$ cat src/rtl/lp_pkg.sv
// rtl/lp_pkg.sv - shared types and helpers for the multi-channel low-pass filter
// Purpose: sequencer state encoding, bypass threshold and accumulator overflow decode.
// Ports: none (package).
package lp_pkg;

    typedef enum logic [1:0] {
        ST_IDLE = 2'd0,
        ST_RUN  = 2'd1,
        ST_DONE = 2'd2
    } lp_state_e;

    // Largest tau for which y = acc >>> (shift+tau) still spans the sample range.
    function automatic int tau_max(input int s, input int shift, input int r);
        return s - shift - r;
    endfunction

    // Decode the top two bits of an (S+1)-bit sum that must fit S bits.
    function automatic logic ovf_pos(input logic [1:0] top2);
        return top2 == 2'b01;
    endfunction

    function automatic logic ovf_neg(input logic [1:0] top2);
        return top2 == 2'b10;
    endfunction

endpackage

$ cat src/rtl/lp_section.sv
// rtl/lp_section.sv - one combinational first-order IIR section update
// Purpose: acc_n = clamp(x - (acc >>> k) + acc), y = clamp(acc_n >>> k), k = SHIFT+tau.
// Ports: acc_i current accumulator, x_i section input, tau_i exponent, bypass_i pass x through;
//        acc_n_o next accumulator, y_o section output, sat_o a clamp happened.
module lp_section
    import lp_pkg::*;
#(
    parameter int R     = 14,
    parameter int S     = 58,
    parameter int SHIFT = 14
) (
    input  logic signed [S-1:0] acc_i,
    input  logic signed [R-1:0] x_i,
    input  logic [5:0]          tau_i,
    input  logic                bypass_i,
    output logic signed [S-1:0] acc_n_o,
    output logic signed [R-1:0] y_o,
    output logic                sat_o
);
    localparam int DW = S - SHIFT;
    localparam logic signed [S-1:0] ACC_MAX = {1'b0, {(S-1){1'b1}}};
    localparam logic signed [S-1:0] ACC_MIN = {1'b1, {(S-1){1'b0}}};
    localparam logic signed [R-1:0] Y_MAX   = {1'b0, {(R-1){1'b1}}};
    localparam logic signed [R-1:0] Y_MIN   = {1'b1, {(R-1){1'b0}}};

    logic signed [DW-1:0] d;
    logic signed [S:0]    sum;
    logic signed [S-1:0]  acc_c;
    logic signed [S-1:0]  y_sh;
    logic [S-R:0]         y_hi;
    logic                 acc_clamp;
    logic                 y_clamp;

    always_comb begin
        d         = DW'(acc_i >>> (SHIFT + int'(tau_i)));
        sum       = (S+1)'(x_i) - (S+1)'(d) + (S+1)'(acc_i);
        acc_clamp = ovf_pos(sum[S:S-1]) | ovf_neg(sum[S:S-1]);
        if (ovf_pos(sum[S:S-1])) begin
            acc_c = ACC_MAX;
        end else if (ovf_neg(sum[S:S-1])) begin
            acc_c = ACC_MIN;
        end else begin
            acc_c = sum[S-1:0];
        end
        y_sh = acc_c >>> (SHIFT + int'(tau_i));
        // y fits R bits only when all bits above the sign position agree
        y_hi    = y_sh[S-1:R-1];
        y_clamp = !((&y_hi) || !(|y_hi));
        if (y_clamp) begin
            y_o = y_sh[S-1] ? Y_MIN : Y_MAX;
        end else begin
            y_o = y_sh[R-1:0];
        end
        acc_n_o = acc_c;
        sat_o   = acc_clamp | y_clamp;
        if (bypass_i) begin
            acc_n_o = acc_i;
            y_o     = x_i;
            sat_o   = 1'b0;
        end
    end

endmodule

$ cat src/rtl/lp_filter_mc.sv
// rtl/lp_filter_mc.sv - time-multiplexed multi-channel multi-order IIR low-pass filter
// Purpose: one shared section datapath stepped over CH channels x stages sections per sample.
// Ports: clk, rst (sync, active-high); tau, stages, in_valid, in (ch0 in LSBs), clr_flags;
//        busy, out (registered), out_valid (1-cycle pulse), sat (sticky per channel), overrun (sticky).
module lp_filter_mc
    import lp_pkg::*;
#(
    parameter int R     = 14,
    parameter int CH    = 4,
    parameter int ORDER = 2,
    parameter int S     = 58,
    parameter int SHIFT = 14
) (
    input  logic            clk,
    input  logic            rst,
    input  logic [5:0]      tau,
    input  logic [1:0]      stages,
    input  logic            in_valid,
    input  logic [CH*R-1:0] in,
    input  logic            clr_flags,
    output logic            busy,
    output logic [CH*R-1:0] out,
    output logic            out_valid,
    output logic [CH-1:0]   sat,
    output logic            overrun
);
    localparam int CW   = (CH > 1) ? $clog2(CH) : 1;
    localparam int NA   = CH * ORDER;
    localparam int AW   = (NA > 1) ? $clog2(NA) : 1;
    localparam int TMAX = tau_max(S, SHIFT, R);

    lp_state_e            state_q, state_d;
    logic [CW-1:0]        ch_q, ch_d;
    logic [1:0]           st_q, st_d;
    logic [CH*R-1:0]      in_q;
    logic [5:0]           tau_q;
    logic [1:0]           stages_q;
    logic                 bypass_q;
    logic signed [S-1:0]  acc_q [NA];
    logic signed [R-1:0]  carry_q;
    logic [CH*R-1:0]      out_q;
    logic [CH-1:0]        sat_q;
    logic                 overrun_q;

    logic                 accept;
    logic                 last_st;
    logic                 last_ch;
    logic [1:0]           stages_eff;
    logic [AW-1:0]        idx;
    logic signed [R-1:0]  x_sel;
    logic signed [R-1:0]  y;
    logic signed [S-1:0]  acc_n;
    logic                 sec_sat;
    logic [CH-1:0]        sat_set;

    always_comb begin
        state_d    = state_q;
        ch_d       = ch_q;
        st_d       = st_q;
        accept     = 1'b0;
        stages_eff = (stages > 2'(ORDER)) ? 2'(ORDER) : stages;
        last_st    = (st_q == stages_q - 2'd1);
        last_ch    = (ch_q == CW'(CH - 1));
        case (state_q)
            ST_IDLE, ST_DONE: begin
                state_d = ST_IDLE;
                if (in_valid) begin
                    accept  = 1'b1;
                    ch_d    = '0;
                    st_d    = '0;
                    state_d = (stages_eff == 2'd0) ? ST_DONE : ST_RUN;
                end
            end
            ST_RUN: begin
                if (last_st) begin
                    st_d = '0;
                    if (last_ch) begin
                        state_d = ST_DONE;
                    end else begin
                        ch_d = ch_q + CW'(1);
                    end
                end else begin
                    st_d = st_q + 2'd1;
                end
            end
            default: state_d = ST_IDLE;
        endcase
    end

    // Section 0 takes the latched channel sample; later sections chain the previous y.
    always_comb begin
        idx     = AW'(ch_q) * AW'(ORDER) + AW'(st_q);
        x_sel   = (st_q == 2'd0) ? in_q[ch_q*R +: R] : carry_q;
        sat_set = (state_q == ST_RUN && sec_sat) ? (CH'(1) << ch_q) : '0;
    end

    lp_section #(
        .R     (R),
        .S     (S),
        .SHIFT (SHIFT)
    ) u_section (
        .acc_i    (acc_q[idx]),
        .x_i      (x_sel),
        .tau_i    (tau_q),
        .bypass_i (bypass_q),
        .acc_n_o  (acc_n),
        .y_o      (y),
        .sat_o    (sec_sat)
    );

    always_ff @(posedge clk) begin
        if (rst) begin
            state_q   <= ST_IDLE;
            ch_q      <= '0;
            st_q      <= '0;
            in_q      <= '0;
            tau_q     <= '0;
            stages_q  <= '0;
            bypass_q  <= 1'b0;
            carry_q   <= '0;
            out_q     <= '0;
            sat_q     <= '0;
            overrun_q <= 1'b0;
            for (int i = 0; i < NA; i++) begin
                acc_q[i] <= '0;
            end
        end else begin
            state_q <= state_d;
            ch_q    <= ch_d;
            st_q    <= st_d;
            if (accept) begin
                in_q     <= in;
                tau_q    <= tau;
                stages_q <= stages_eff;
                bypass_q <= (tau > 6'(TMAX));
                if (stages_eff == 2'd0) begin
                    out_q <= in;
                end
            end
            if (state_q == ST_RUN) begin
                if (!bypass_q) begin
                    acc_q[idx] <= acc_n;
                end
                carry_q <= y;
                if (last_st) begin
                    out_q[ch_q*R +: R] <= y;
                end
            end
            // a new event in the same cycle outweighs a clear
            sat_q     <= (sat_q & ~{CH{clr_flags}}) | sat_set;
            overrun_q <= (overrun_q & ~clr_flags) | (in_valid && state_q == ST_RUN);
        end
    end

    assign busy      = (state_q != ST_IDLE);
    assign out       = out_q;
    assign out_valid = (state_q == ST_DONE);
    assign sat       = sat_q;
    assign overrun   = overrun_q;

endmodule
$ cat config.mk
export PLATFORM = sky130hd
export DESIGN_NAME = lp_filter_mc
export DESIGN_NICKNAME = d
export VERILOG_FILES = /design/src/rtl/lp_pkg.sv /design/src/rtl/lp_section.sv /design/src/rtl/lp_filter_mc.sv
export SDC_FILE = /design/constraint.sdc
export NUM_CORES = 2
export LEC_CHECK = 0
export CORE_UTILIZATION = 50
export DETAILED_ROUTE_END_ITERATION = 8
export PLACE_DENSITY = 0.67
export SYNTH_ARGS = -nofsm -noshare
export SYNTH_HDL_FRONTEND = slang
export SYNTH_HIERARCHICAL = 1
export SYNTH_SLANG_ARGS = --single-unit
$ cat constraint.sdc
create_clock -name clk -period 16.7 [get_ports clk]
set_input_delay 4.175 -clock clk [delete_from_list [all_inputs] [get_ports clk]]
set_output_delay 4.175 -clock clk [all_outputs]
set_load 0.02 [all_outputs]
==> reports/qor.txt <==
Syn Inst Count: 4983
unrepaired setup endpoints after global routing: false
failing checks: max-slew violations
Area Overhead vs Synth: 9.01%
Worst-Margin Slew: 1.50 ns
CP max stage delay: 1.24 ns
grt met3 use: 0.0733
Max-Cap Viols: 0
fraction of synthesized cell area in xor and xnor cells: 0.0108
worst path bufs/invs: 7
Synth Area in Simple Gates: 0.214
CP max-delay cell: a221oi_1
ANT nets after route: 0
R2R cell count: 47
CTS resizes: 0
Relative slew margins: -0.00316
top cells by area, synth: edfxtp_1, mux4_2, and2_1, dfxtp_1, nand2_1
GP Congestion: 1.08
layout cells sized above 1: 0.109
Synth top area share: 0.300
clock latency on the worst-skew pair: 0.65 ns
Clock Root Buffer: clkbuf_16
largest net degree at the start of global routing: 92
Synth async-reset ratio: 0
IO Pins: 131
Die Span X: 307 um
Post-CTS Setup Repair Bufs: 0
Avg WL per Cell: 29.5 um
area leader, netlist: edfxtp_1
clk sink count: 610
Port Buffers: 130
complex-gate fraction of the synthesized area: 0.180
met2 Use GR: 0.579
Fin. Hold Viols: 0
Final Critical Period: 15.00 ns
clk slew on worst S/H paths: 0.06 ns
Via-to-Cell Ratio: 6.77
reg-to-reg setup timing slack: 1.70 ns
Initial Utilization: 0.506
placed cell count: 6071
Synthesized Nets: 5182
Worst setup SP type: flop
DRT Wirelength: 182 mm
vias in the first global route: 39.7k
CTS tree: yes
main flop type after synthesis: edfxtp_1
FF-to-FF Start: st_q[1]$_SDFFE_PP0P_
fin crit share: 0.898
outcome: finished, violations left
core area: 0.0919 mm2
yosys warns: 6
total grt overflow: 0
HPWL Detailed: 131 mm
Final Util: 0.551
Synth Area in Adders: 0.0446
Clock Skew: 0.0399 ns
met1 Usage GRT: 0.524
overall routing resource usage: 0.381
chip height: 307 um
DRT Pass-1 Iters: 7
largest fanout on the critical path: 32
Layout Nets: 5096
non-filler cells, final: 6191
Avg Cell Area, Syn: 9.33 um2
maximum clock path buffer count: 3
first-pass GRT wire length: 267 mm
min-delay worst type: flop to flop
initial antenna violation count: 9
GRT busiest layer: met2
mux contribution to synthesized area: 0.132
register area share after synthesis: 0.363
CP required: 17.24 ns
Crit path max-delay family: compound AO/OA/AOI/OAI gates
Hold EP: in_q[43]$_SDFFE_PP0N_
Post-synth EDFFs: 464
Rows: 111
Worst R2R End: out[17]$_SDFF_PP0_
Unique masters post-synth: 129
Most common cell on crit path: o21ai_0
H-tree depth: 3
maximum clock frequency: 0.0666 GHz
total vias in the final route: 41.9k
setup total negative slack: 0 ns
Worst EP arrival: 15.55 ns
total CTS buffers: 67
DIE AREA: 0.0942 mm2
# setup viols final: 0
flops & latches, synth: 610
CP Class: flop to flop
CP endpoint kind: flop
hold buffers post-CTS: 0
Max Slew Vio Count: 3
main combinational cell family by area after synthesis: simple AND/OR/NAND/NOR gates
DR iter-0 viols: 6361
Min-Delay Startpoint: in_q[43]$_SDFFE_PP0N_
DR DRC count: 0
Hold Crit Depth: 2
mapped cell area: 0.0465 mm2
==> synth_stat cells, types with 40 or more instances <==
master / count
a211oi_1: 89
nor2_1: 296
inv_1: 216
mux2i_1: 168
a221oi_1: 40
buf_1: 50
nand4_1: 62
nor3_1: 88
mux4_2: 177
o211ai_1: 55
nand2_1: 730
o21ai_0: 202
ha_1: 73
a21oi_1: 345
clkbuf_1: 199
buf_2: 76
edfxtp_1: 464
o22ai_1: 48
nand3_1: 78
dfxtp_1: 146
and2_1: 483
fa_1: 58
==> final cells by class <==
| type | count | area, um2 |
|---|---|---|
| Antenna cell | 1 | 2.50 |
| Clock buffer | 89 | 1890 |
| Clock inverter | 30 | 235 |
| Fill cell | 8416 | 41300 |
| Inverter | 220 | 826 |
| Multi-Input combinational cell | 3768 | 27200 |
| Sequential cell | 610 | 16900 |
| Tap cell | 1243 | 1560 |
| Timing Repair Buffer | 230 | 2090 |
==> worst min-delay path: stages (launching register included) <==
cell	delay [ns]
dfxtp_1	0.31
nand2_1	0.05
a21oi_1	0.05
==> flip-flops by register name, indices dropped and copies added (netlist names) <==
name      flops
acc_q       464
in_q         56
out          56
carry_q      14
tau_q         6
sat           4
ch_q          2
st_q          2
stages_q      2
state_q       2
bypass_q      1
overrun       1
==> stage by stage <==
| step | area (um2) | setup slack [ns] | hold WS [ns] |
|---|---|---|---|
| detailed placement | 48600 | 2.31 | 0.444 |
| global route | 50700 | 1.10 | 0.465 |
| floorplan | 46500 | 4.07 | 0.433 |
| CTS | 50700 | 2.22 | 0.453 |
| global placement | 48600 | 2.29 | 0.439 |
| finish | 50700 | 1.70 | 0.453 |
==> cells by family after synthesis <==
logic type / after synthesis
XOR/XNOR: 55
multiplexers: 381
AND/OR/NAND/NOR: 1975
buffers and inverters: 605
flip-flops: 610
adder cells (fa/ha/maj): 131
AO/OA/AOI/OAI: 1226
==> per-layer routing <==
| layer | wire length, um | part of all wire |
|---|---|---|
| met5 | 57 | 0.00031 |
| met1 | 73300 | 0.40 |
| met2 | 80700 | 0.44 |
| met4 | 9160 | 0.050 |
| met3 | 19100 | 0.10 |
==> layout by cell type (no fill, tap or decap), types with 98 or more instances in the layout <==
| master | n |
|---|---|
| o21ai_0 | 202 |
| edfxtp_1 | 464 |
| and2_1 | 483 |
| mux2i_1 | 168 |
| inv_1 | 213 |
| nor2_1 | 295 |
| mux4_2 | 177 |
| buf_4 | 98 |
| dfxtp_1 | 141 |
| nand2_1 | 730 |
| a21oi_1 | 345 |
| clkdlybuf4s50_1 | 129 |
==> how the worst max path moves through the flow <==
stage,startpoint,endpoint,cells past startpoint
floorplan,tau_q[1]$_SDFFE_PP0N_,out[19]$_SDFF_PP0_,58
global placement,st_q[1]$_SDFFE_PP0P_,out[26]$_SDFF_PP0_,46
detailed placement,st_q[1]$_SDFFE_PP0P_,out[26]$_SDFF_PP0_,46
CTS,st_q[1]$_SDFFE_PP0P_,out[26]$_SDFF_PP0_,46
global route,st_q[1]$_SDFFE_PP0P_,out[26]$_SDFF_PP0_,45
finish,st_q[1]$_SDFFE_PP0P_,out[17]$_SDFF_PP0_,47
Power is not shown: default switching activity piles up to over one toggle a cycle in this logic, so the estimate is an artifact.
